## config.mk

```make
export PLATFORM = sky130hd
export DESIGN_NAME = hfrv_debug_tap
export DESIGN_NICKNAME = d
export VERILOG_FILES = /design/src/rtl/hfrv_debug_tap.sv
export SDC_FILE = /design/constraint.sdc
export NUM_CORES = 1
export LEC_CHECK = 0
export ABC_CLOCK_PERIOD_IN_PS = 4690
export BUFFER_PORTS_ARGS = -buffer_cell sky130_fd_sc_hd__buf_2
export CAP_MARGIN = 5
export CELL_PAD_IN_SITES_DETAIL_PLACEMENT = 0
export CELL_PAD_IN_SITES_GLOBAL_PLACEMENT = 1
export CORE_ASPECT_RATIO = 0.7
export CORE_MARGIN = 2
export CORE_UTILIZATION = 50
export DETAILED_ROUTE_END_ITERATION = 10
export PLACE_DENSITY_LB_ADDON = 0.1
export SLEW_MARGIN = 25
export SYNTH_ARGS = -nofsm -noshare
export SYNTH_HDL_FRONTEND = slang
export SYNTH_SLANG_ARGS = --single-unit
```

## constraint.sdc

```tcl
create_clock -name clk -period 4.69 [get_ports clk]
set_clock_uncertainty 0.2 [all_clocks]
set_input_delay 0.469 -clock clk [delete_from_list [all_inputs] [get_ports clk]]
set_output_delay 0.469 -clock clk [all_outputs]
set_load 0.01 [all_outputs]
```

## src/rtl/hfrv_debug_tap.sv

```systemverilog
// Multi-channel debug byte capture: snoops CPU byte writes to a block of word-spaced
// channel addresses, buffers each channel in a FIFO and merges them round-robin onto one stream.
module hfrv_debug_tap #(
    parameter int          CH_COUNT  = 4,
    parameter int          DEPTH     = 16,
    parameter logic [31:0] BASE_ADDR = 32'hf00000d0,
    localparam int         CH_W      = (CH_COUNT > 1) ? $clog2(CH_COUNT) : 1
) (
    input  logic                clk,
    input  logic                reset_n,
    input  logic [31:0]         bus_addr,
    input  logic [31:0]         bus_data,
    input  logic [3:0]          bus_we,
    output logic                out_valid,
    input  logic                out_ready,
    output logic [7:0]          out_data,
    output logic [CH_W-1:0]     out_chan,
    output logic                out_eol,
    output logic [CH_COUNT-1:0] ovf,
    input  logic                ovf_clr,
    output logic [15:0]         drop_cnt
);
    localparam int AW = $clog2(DEPTH);
    localparam int PW = AW + 1;

    logic [PW-1:0]       wptr_q [CH_COUNT];
    logic [PW-1:0]       wptr_d [CH_COUNT];
    logic [PW-1:0]       rptr_q [CH_COUNT];
    logic [PW-1:0]       rptr_d [CH_COUNT];
    logic [7:0]          mem_q  [CH_COUNT][DEPTH];
    logic                out_valid_q, out_valid_d;
    logic [7:0]          out_data_q, out_data_d;
    logic [CH_W-1:0]     out_chan_q, out_chan_d;
    logic                out_eol_q, out_eol_d;
    logic [CH_COUNT-1:0] ovf_q, ovf_d;
    logic [15:0]         drop_cnt_q, drop_cnt_d;
    logic [CH_W-1:0]     rr_q, rr_d;

    logic [29:0]         off_s;
    logic                hit_s;
    logic [CH_W-1:0]     hit_ch_s;
    logic [7:0]          byte_s;
    logic [CH_COUNT-1:0] empty_s;
    logic [CH_COUNT-1:0] full_s;
    logic                push_s;
    logic                drop_s;
    logic                load_s;
    logic                found_s;
    logic [CH_W-1:0]     grant_s;
    logic                unused_s;

    assign unused_s = ^bus_addr[1:0];

    // Address decode, byte-lane select and per-FIFO status from pre-edge pointers.
    always_comb begin
        off_s    = bus_addr[31:2] - BASE_ADDR[31:2];
        hit_s    = (bus_we != 4'b0000) && (off_s < 30'(CH_COUNT));
        hit_ch_s = CH_W'(off_s);
        if (bus_we[0]) begin
            byte_s = bus_data[7:0];
        end else if (bus_we[1]) begin
            byte_s = bus_data[15:8];
        end else if (bus_we[2]) begin
            byte_s = bus_data[23:16];
        end else begin
            byte_s = bus_data[31:24];
        end
        for (int k = 0; k < CH_COUNT; k++) begin
            empty_s[k] = (wptr_q[k] == rptr_q[k]);
            full_s[k]  = (wptr_q[k][AW] != rptr_q[k][AW]) &&
                         (wptr_q[k][AW-1:0] == rptr_q[k][AW-1:0]);
        end
        push_s = hit_s && !full_s[hit_ch_s];
        drop_s = hit_s && full_s[hit_ch_s];
    end

    // Round-robin pick of the first non-empty channel after the last grant.
    always_comb begin
        found_s = 1'b0;
        grant_s = '0;
        for (int i = 1; i <= CH_COUNT; i++) begin
            if (!found_s && !empty_s[(int'(rr_q) + i) % CH_COUNT]) begin
                found_s = 1'b1;
                grant_s = CH_W'((int'(rr_q) + i) % CH_COUNT);
            end else begin
                found_s = found_s;
            end
        end
    end

    // Next-state: output register load, pointer updates, overflow bookkeeping.
    always_comb begin
        load_s      = !out_valid_q || out_ready;
        out_valid_d = out_valid_q;
        out_data_d  = out_data_q;
        out_chan_d  = out_chan_q;
        out_eol_d   = out_eol_q;
        rr_d        = rr_q;
        ovf_d       = ovf_q;
        drop_cnt_d  = drop_cnt_q;
        for (int k = 0; k < CH_COUNT; k++) begin
            wptr_d[k] = wptr_q[k];
            rptr_d[k] = rptr_q[k];
        end
        if (load_s) begin
            out_valid_d = found_s;
            if (found_s) begin
                out_data_d      = mem_q[grant_s][rptr_q[grant_s][AW-1:0]];
                out_chan_d      = grant_s;
                out_eol_d       = (mem_q[grant_s][rptr_q[grant_s][AW-1:0]] == 8'h0a);
                rptr_d[grant_s] = rptr_q[grant_s] + PW'(1);
                rr_d            = grant_s;
            end else begin
                out_data_d = out_data_q;
            end
        end else begin
            out_valid_d = out_valid_q;
        end
        if (push_s) begin
            wptr_d[hit_ch_s] = wptr_q[hit_ch_s] + PW'(1);
        end else begin
            wptr_d[hit_ch_s] = wptr_q[hit_ch_s];
        end
        // A same-cycle clear outranks a drop, so the drop leaves no trace.
        if (ovf_clr) begin
            ovf_d      = '0;
            drop_cnt_d = 16'h0000;
        end else if (drop_s) begin
            ovf_d[hit_ch_s] = 1'b1;
            drop_cnt_d      = (drop_cnt_q == 16'hffff) ? 16'hffff : drop_cnt_q + 16'h0001;
        end else begin
            ovf_d = ovf_q;
        end
    end

    // Control and output state registers.
    always_ff @(posedge clk or negedge reset_n) begin
        if (!reset_n) begin
            out_valid_q <= 1'b0;
            out_data_q  <= 8'h00;
            out_chan_q  <= '0;
            out_eol_q   <= 1'b0;
            ovf_q       <= '0;
            drop_cnt_q  <= 16'h0000;
            rr_q        <= CH_W'(CH_COUNT - 1);
            for (int k = 0; k < CH_COUNT; k++) begin
                wptr_q[k] <= '0;
                rptr_q[k] <= '0;
            end
        end else begin
            out_valid_q <= out_valid_d;
            out_data_q  <= out_data_d;
            out_chan_q  <= out_chan_d;
            out_eol_q   <= out_eol_d;
            ovf_q       <= ovf_d;
            drop_cnt_q  <= drop_cnt_d;
            rr_q        <= rr_d;
            for (int k = 0; k < CH_COUNT; k++) begin
                wptr_q[k] <= wptr_d[k];
                rptr_q[k] <= rptr_d[k];
            end
        end
    end

    // FIFO storage; contents are meaningless once the pointers are reset.
    always_ff @(posedge clk) begin
        if (push_s) begin
            mem_q[hit_ch_s][wptr_q[hit_ch_s][AW-1:0]] <= byte_s;
        end
    end

    assign out_valid = out_valid_q;
    assign out_data  = out_data_q;
    assign out_chan  = out_chan_q;
    assign out_eol   = out_eol_q;
    assign ovf       = ovf_q;
    assign drop_cnt  = drop_cnt_q;
endmodule

```

# Yosys cells after proc, flatten, opt, wreduce, memory -nomap -nowiden
# Memory sizes are Yosys's and may differ from the RTL's.
# Cells that the tools add are included.
# word_totals
in_bits	72
ram_bits	512
regBits	74
n_memories	1
elab_cells	143
out_inout_bits	32
# mem_list
name	depth	width	read_ports	rd_ports_with_merged_regs	write_ports	line_no	text
mem_q	4	128	1	0	1	30	logic [7:0] mem_q [CH_COUNT][DEPTH];
# op_classes
n_eq_ne	14
muxes	53
add_sub_neg	8
n_bitwise	9
n_reduce_logical	29
order_cmp	14
# ops
cell	n
128-bit two-way mux	1
20-bit bitwise mux	3
16-bit two-way mux	3
8-bit two-way mux	6
8-bit binary-select mux with 4-bit select	1
8-bit demux with 4-bit select	1
30-bit by 3-bit less-than comparator with 1-bit output, second input constant	1
5-bit two-way mux	6
30-bit subtractor, second input constant	1
5-bit binary-select mux with 2-bit select	2
5-bit demux with 2-bit select	2
5-bit equality test	4
20-bit two-way mux	1
16-bit by 1-bit adder with 16-bit output, second input constant	1
16-bit equality test, second input constant	1
4-bit equality test	4
3-bit by 4-bit less-than comparator with 1-bit output, second input constant	4
1-bit two-way mux	15
1-bit logical AND	14
5-bit by 1-bit adder with 5-bit output, second input constant	2
1-bit binary-select mux with 2-bit select	5
5-bit greater-or-equal comparator, second input constant	2
4-bit inverter with 5-bit output	2
8-bit by 4-bit equality test with 1-bit output, second input constant	1
20 further kinds	44

# Logic depth before layout (Yosys ltp)
# logic_depth
word_depth	24
ltp_mapped	19
depth_no_buf	13

# Worst setup path after synthesis
# No wires, ideal clock.
# synth_timing
path_type	in2reg
startpoint	input bus_we[2]
endpoint	memory mem_q[0][101] in the netlist's numbering, data pin
path_stages	5
path_slack_ns	0.131
setup_ns	0.702
n_path_buf	1
arrival_ns	3.657
t_required_ns	3.788
path_cell_list	clkbuf_1 mux2i_1 nor2_1 a21oi_1 o21ai_0
# synth_between
elab_chain_cells	3
# synth_lines
item	line_no	text
from (decl)	13	input logic [3:0] bus_we,
8-bit two-way mux	63	end else if (bus_we[2]) begin
8-bit two-way mux	61	end else if (bus_we[1]) begin
8-bit two-way mux	59	if (bus_we[0]) begin
named net byte_s[5]	42	logic [7:0] byte_s;
to (decl)	30	
# The timed path passes the listed nets, and every way through them passes these cells.

# Final worst setup path
# layout_timing
startpoint	register rptr_q[13] in the netlist's numbering
endpoint	register out_eol_q, in the netlist out_eol
# layout_between
elab_chain_cells	22
word_cells_on_any_way	40
cone_classes	eq/ne (2); mux (26); bitwise (2); reduce/logical (9); memory (1)
# layout_lines
item	line_no	text
from (decl)	28	logic [PW-1:0] rptr_q [CH_COUNT];
from (signal, indexed assignment)	160	rptr_q[k] <= rptr_d[k];
5-bit equality test	69	empty_s[k] = (wptr_q[k] == rptr_q[k]);
1-bit binary-select mux with 2-bit select	82	if (!found_s && !empty_s[(int'(rr_q) + i) % CH_COUNT]) begin
1-bit two-way mux (implied by the code) (2 in series)	82	
1-bit logical NOT	82	
1-bit logical AND	82	
1-bit two-way mux	82	
1-bit logical NOT	82	
1-bit logical AND	82	
[3 not listed]	-	
2-bit two-way mux	82	
2-bit inverter with 3-bit output (implied by the code)	110	out_eol_d = (mem_q[grant_s][rptr_q[grant_s][AW-1:0]] == 8'h0a);
5-bit binary-select mux with 2-bit select	110	
5-bit two-way mux (2 in series)	-	
4-bit inverter with 5-bit output (implied by the code)	110	
8-bit binary-select mux with 4-bit select	110	
8-bit two-way mux (implied by the code) (2 in series)	110	
8-bit by 4-bit equality test with 1-bit output	110	
to (signal assigned)	154	out_eol_q <= out_eol_d;
to (decl)	34	logic out_eol_q, out_eol_d;
# Several ways; a longest one is shown, not always the timed one. The select of a mux whose other input is x is not followed.
# A chain may end at the register's enable or synchronous reset.

==> results.json <==
{
  "outcome": "completed",
  "critPathBufInv": 3,
  "fin_util": 0.5907,
  "stdcell_count": 2869,
  "grt_first_pass_wirelength_um": 105500,
  "place_ws_ns": 0.07294,
  "drive_gt1_frac": 0.1874,
  "fin_crit_sh": 0.9688,
  "crit_chain": "xnor2_1, and4_2, nand4_2, buf_4, a41oi_4, buf_4, buf_12, mux2i_1, mux2i_1, mux2i_1, a22oi_1, a31oi_1, a31oi_1, or4b_1, o31ai_2",
  "crit_type": "reg2reg",
  "yosys_warnings": 0,
  "cap_violations": 0,
  "cp_common_cell": "mux2i_1",
  "synth_top_cell_by_area": "edfxtp_1",
  "startpoint_type": "flop",
  "clk-insertion-delay-late_ns": 0.62,
  "antenna_cells": 0,
  "finalInstanceArea_sq_mm": 0.02900,
  "area_delta_synth_final_pct": 17.10,
  "syn_area_per_cell_sq_um": 12.69,
  "grt_overflow_total": 0,
  "synth.distinct_cells": 70,
  "rows": 68,
  "h-tree-depth": 2,
  "firstDrtPassIters": 7,
  "final_antenna_net_count": 0,
  "final_common_cell": "edfxtp_1",
  "synth_area_leaders": "edfxtp_1 62%, dfrtp_1 7.3%, nand2_1 6.2%",
  "ys.flop_type": "edfxtp_1",
  "fin_crit_ns": 4.544,
  "track_usage": 0.2792,
  "pwr_density_cell_mw_per_mm2": 745.8,
  "dieWidth_um": 270.0,
  "placed_area_sq_mm": 0.02713,
  "synth-async-reset-ratio": 0.1263,
  "slowest_stage": "or4b_1",
  "root_buffer": "clkbuf_16",
  "vdd_drop_max_v": 0.0005266,
  "crit_path_end_kind": "flop",
  "syn-num-nets": 2030,
  "max_slew_margin": 0.3508,
  "setup_slack_ns": 0.1462,
  "core_sq_mm": 0.04909,
  "numCtsBuffers": 55,
  "finalSetupViolations": 0,
  "grt_start_max_net_pins": 75,
  "critPathTopFamily": "compound AO/OA/AOI/OAI gates",
  "hpwlAfterDp_um": 47500,
  "routedWlPerCell_um": 25.01,
  "cts.path.max_buffers": 3,
  "portBuffers": 101,
  "routed_via_density": 5.956,
  "ys_ff_latch": 586,
  "globalplace.congestion": 0.9390,
  "worstMarginPinSlew_ns": 0.9701,
  "hp-class": "in2reg",
  "initial_utilization": 0.5044,
  "routed_wl_um": 71760,
  "cp.required_ns": 5.01,
  "leakagePower_nw": 10.52,
  "finalNetCount": 2242,
  "dp_cells": 2765,
  "clkTransAtPathRegs_ns": 0.07,
  "num_vias": 17090,
  "hold_viol": 0,
  "ys_seq_area_frac": 0.6958,
  "syn-instance-count": 1952,
  "final_cell_mix": "512 x edfxtp_1, 408 x nand2_1, 179 x nand3_1, 154 x buf_4, 135 x nor2_1",
  "netlist_area_sq_mm": 0.02476,
  "die_h_um": 190.2,
  "die_area_sq_mm": 0.05135,
  "critical_path.max_fanout": 62,
  "slew_violations": 0,
  "cpPeakStageDelay_ns": 0.53,
  "synth_edf_count": 512,
  "drtIter0Drc": 2129,
  "synthDominantCellAreaShare": 0.6209,
  "num_io_pins": 104,
  "fin_setup_tns_ns": 0,
  "drcViolationCount": 0,
  "clock-sinks": 586,
  "antenna_found_initial": 3,
  "tritoncts": "built",
  "arrival_ns": 4.87,
  "max_freq_mhz": 220.1,
  "grt_pass1_vias": 16290
}
[synthesized netlist by cell type (all sizes together) (22+ instances only)]
library cell,number
nor2,136
nand2,408
a21oi,58
nor3,22
mux2i,55
edfxtp,512
clkbuf,56
o21ai,65
and3,37
mux2,25
a222oi,40
xnor2,24
dfrtp,72
buf,61
nand3,179
[stage by stage]
stage	power (mW)	hold slack, ns
after CTS	21.41	0.008838
final	21.63	0.03506
after floorplan	12.10	-0.02659
after global placement	16.96	0.2593
after detailed placement	17.01	0.2673
after global routing	22.56	0.03656
[logic make-up after synthesis]
family	count (synthesis)	share of synthesized area
simple gates	831	0.1474
flops	586	0.6958
compound gates	269	0.07796
buf+inv	132	0.02304
mux	84	0.03724
xor+xnor	44	0.01556
fa+ha+maj	6	0.003032
[area by class of cell]
cell class,count,area [sq um]
fill,4031,20090
sequential,586,17230
multi-input combinational,1234,7137
timing repair buffer,272,1979
clock buffer,72,1511
tap,665,832.0
clock inverter,25,247.7
inverter,15,61.31
[tightest hold or removal path, cell delays in order]
cell     delay (ns)
buf_2          0.07
nand2_1        0.07
o21ai_4        0.10
[power breakdown]
part / total, mW / internal [mW] / switching, mW
clock: 4.39 / 2.48 / 1.91
sequential: 6.09 / 5.92 / 0.171
combinational: 11.1 / 3.85 / 7.30
total: 21.6 / 12.2 / 9.38
[final timing paths]
kind                              from            to  slack (ns)  cells after the start
min                        bus_data[2]  mem_q[1][50]        0.04                      3
max reg2reg                 rptr_q[13]       out_eol        0.15                     15
min in group asynchronous      reset_n   out_chan[1]        0.26                      2
min reg2reg                out_chan[1]   out_chan[1]        0.28                      2
max in group asynchronous      reset_n   drop_cnt[5]        3.51                      2
max                         rptr_q[13]       out_eol        0.15                     15
[flip-flops by register name (all words and copies together), names as in the netlist]
register / count
mem_q: 512
ovf: 4
rr_q: 2
out_data: 8
drop_cnt: 16
out_eol: 1
wptr_q: 20
rptr_q: 20
out_chan: 2
out_valid: 1
[routing by layer]
layer  vias to the layer above  part of all wire  global-route usage
met5                         -                 0                   0
met4                         0             0.020             0.06688
met3                        90             0.098             0.06361
met2                       762              0.43              0.4016
met1                      8528              0.46              0.4303
li1                       7709                 -                   -
[what timing repair did]
action	4_1_cts	5_1_grt
setup buffers	0	3
setup endpoints to repair	0	4
hold buffers	2	0
gates resized for setup	0	10
hold endpoints to repair	73	0
Note: power is estimated with default switching activity, not from simulation.
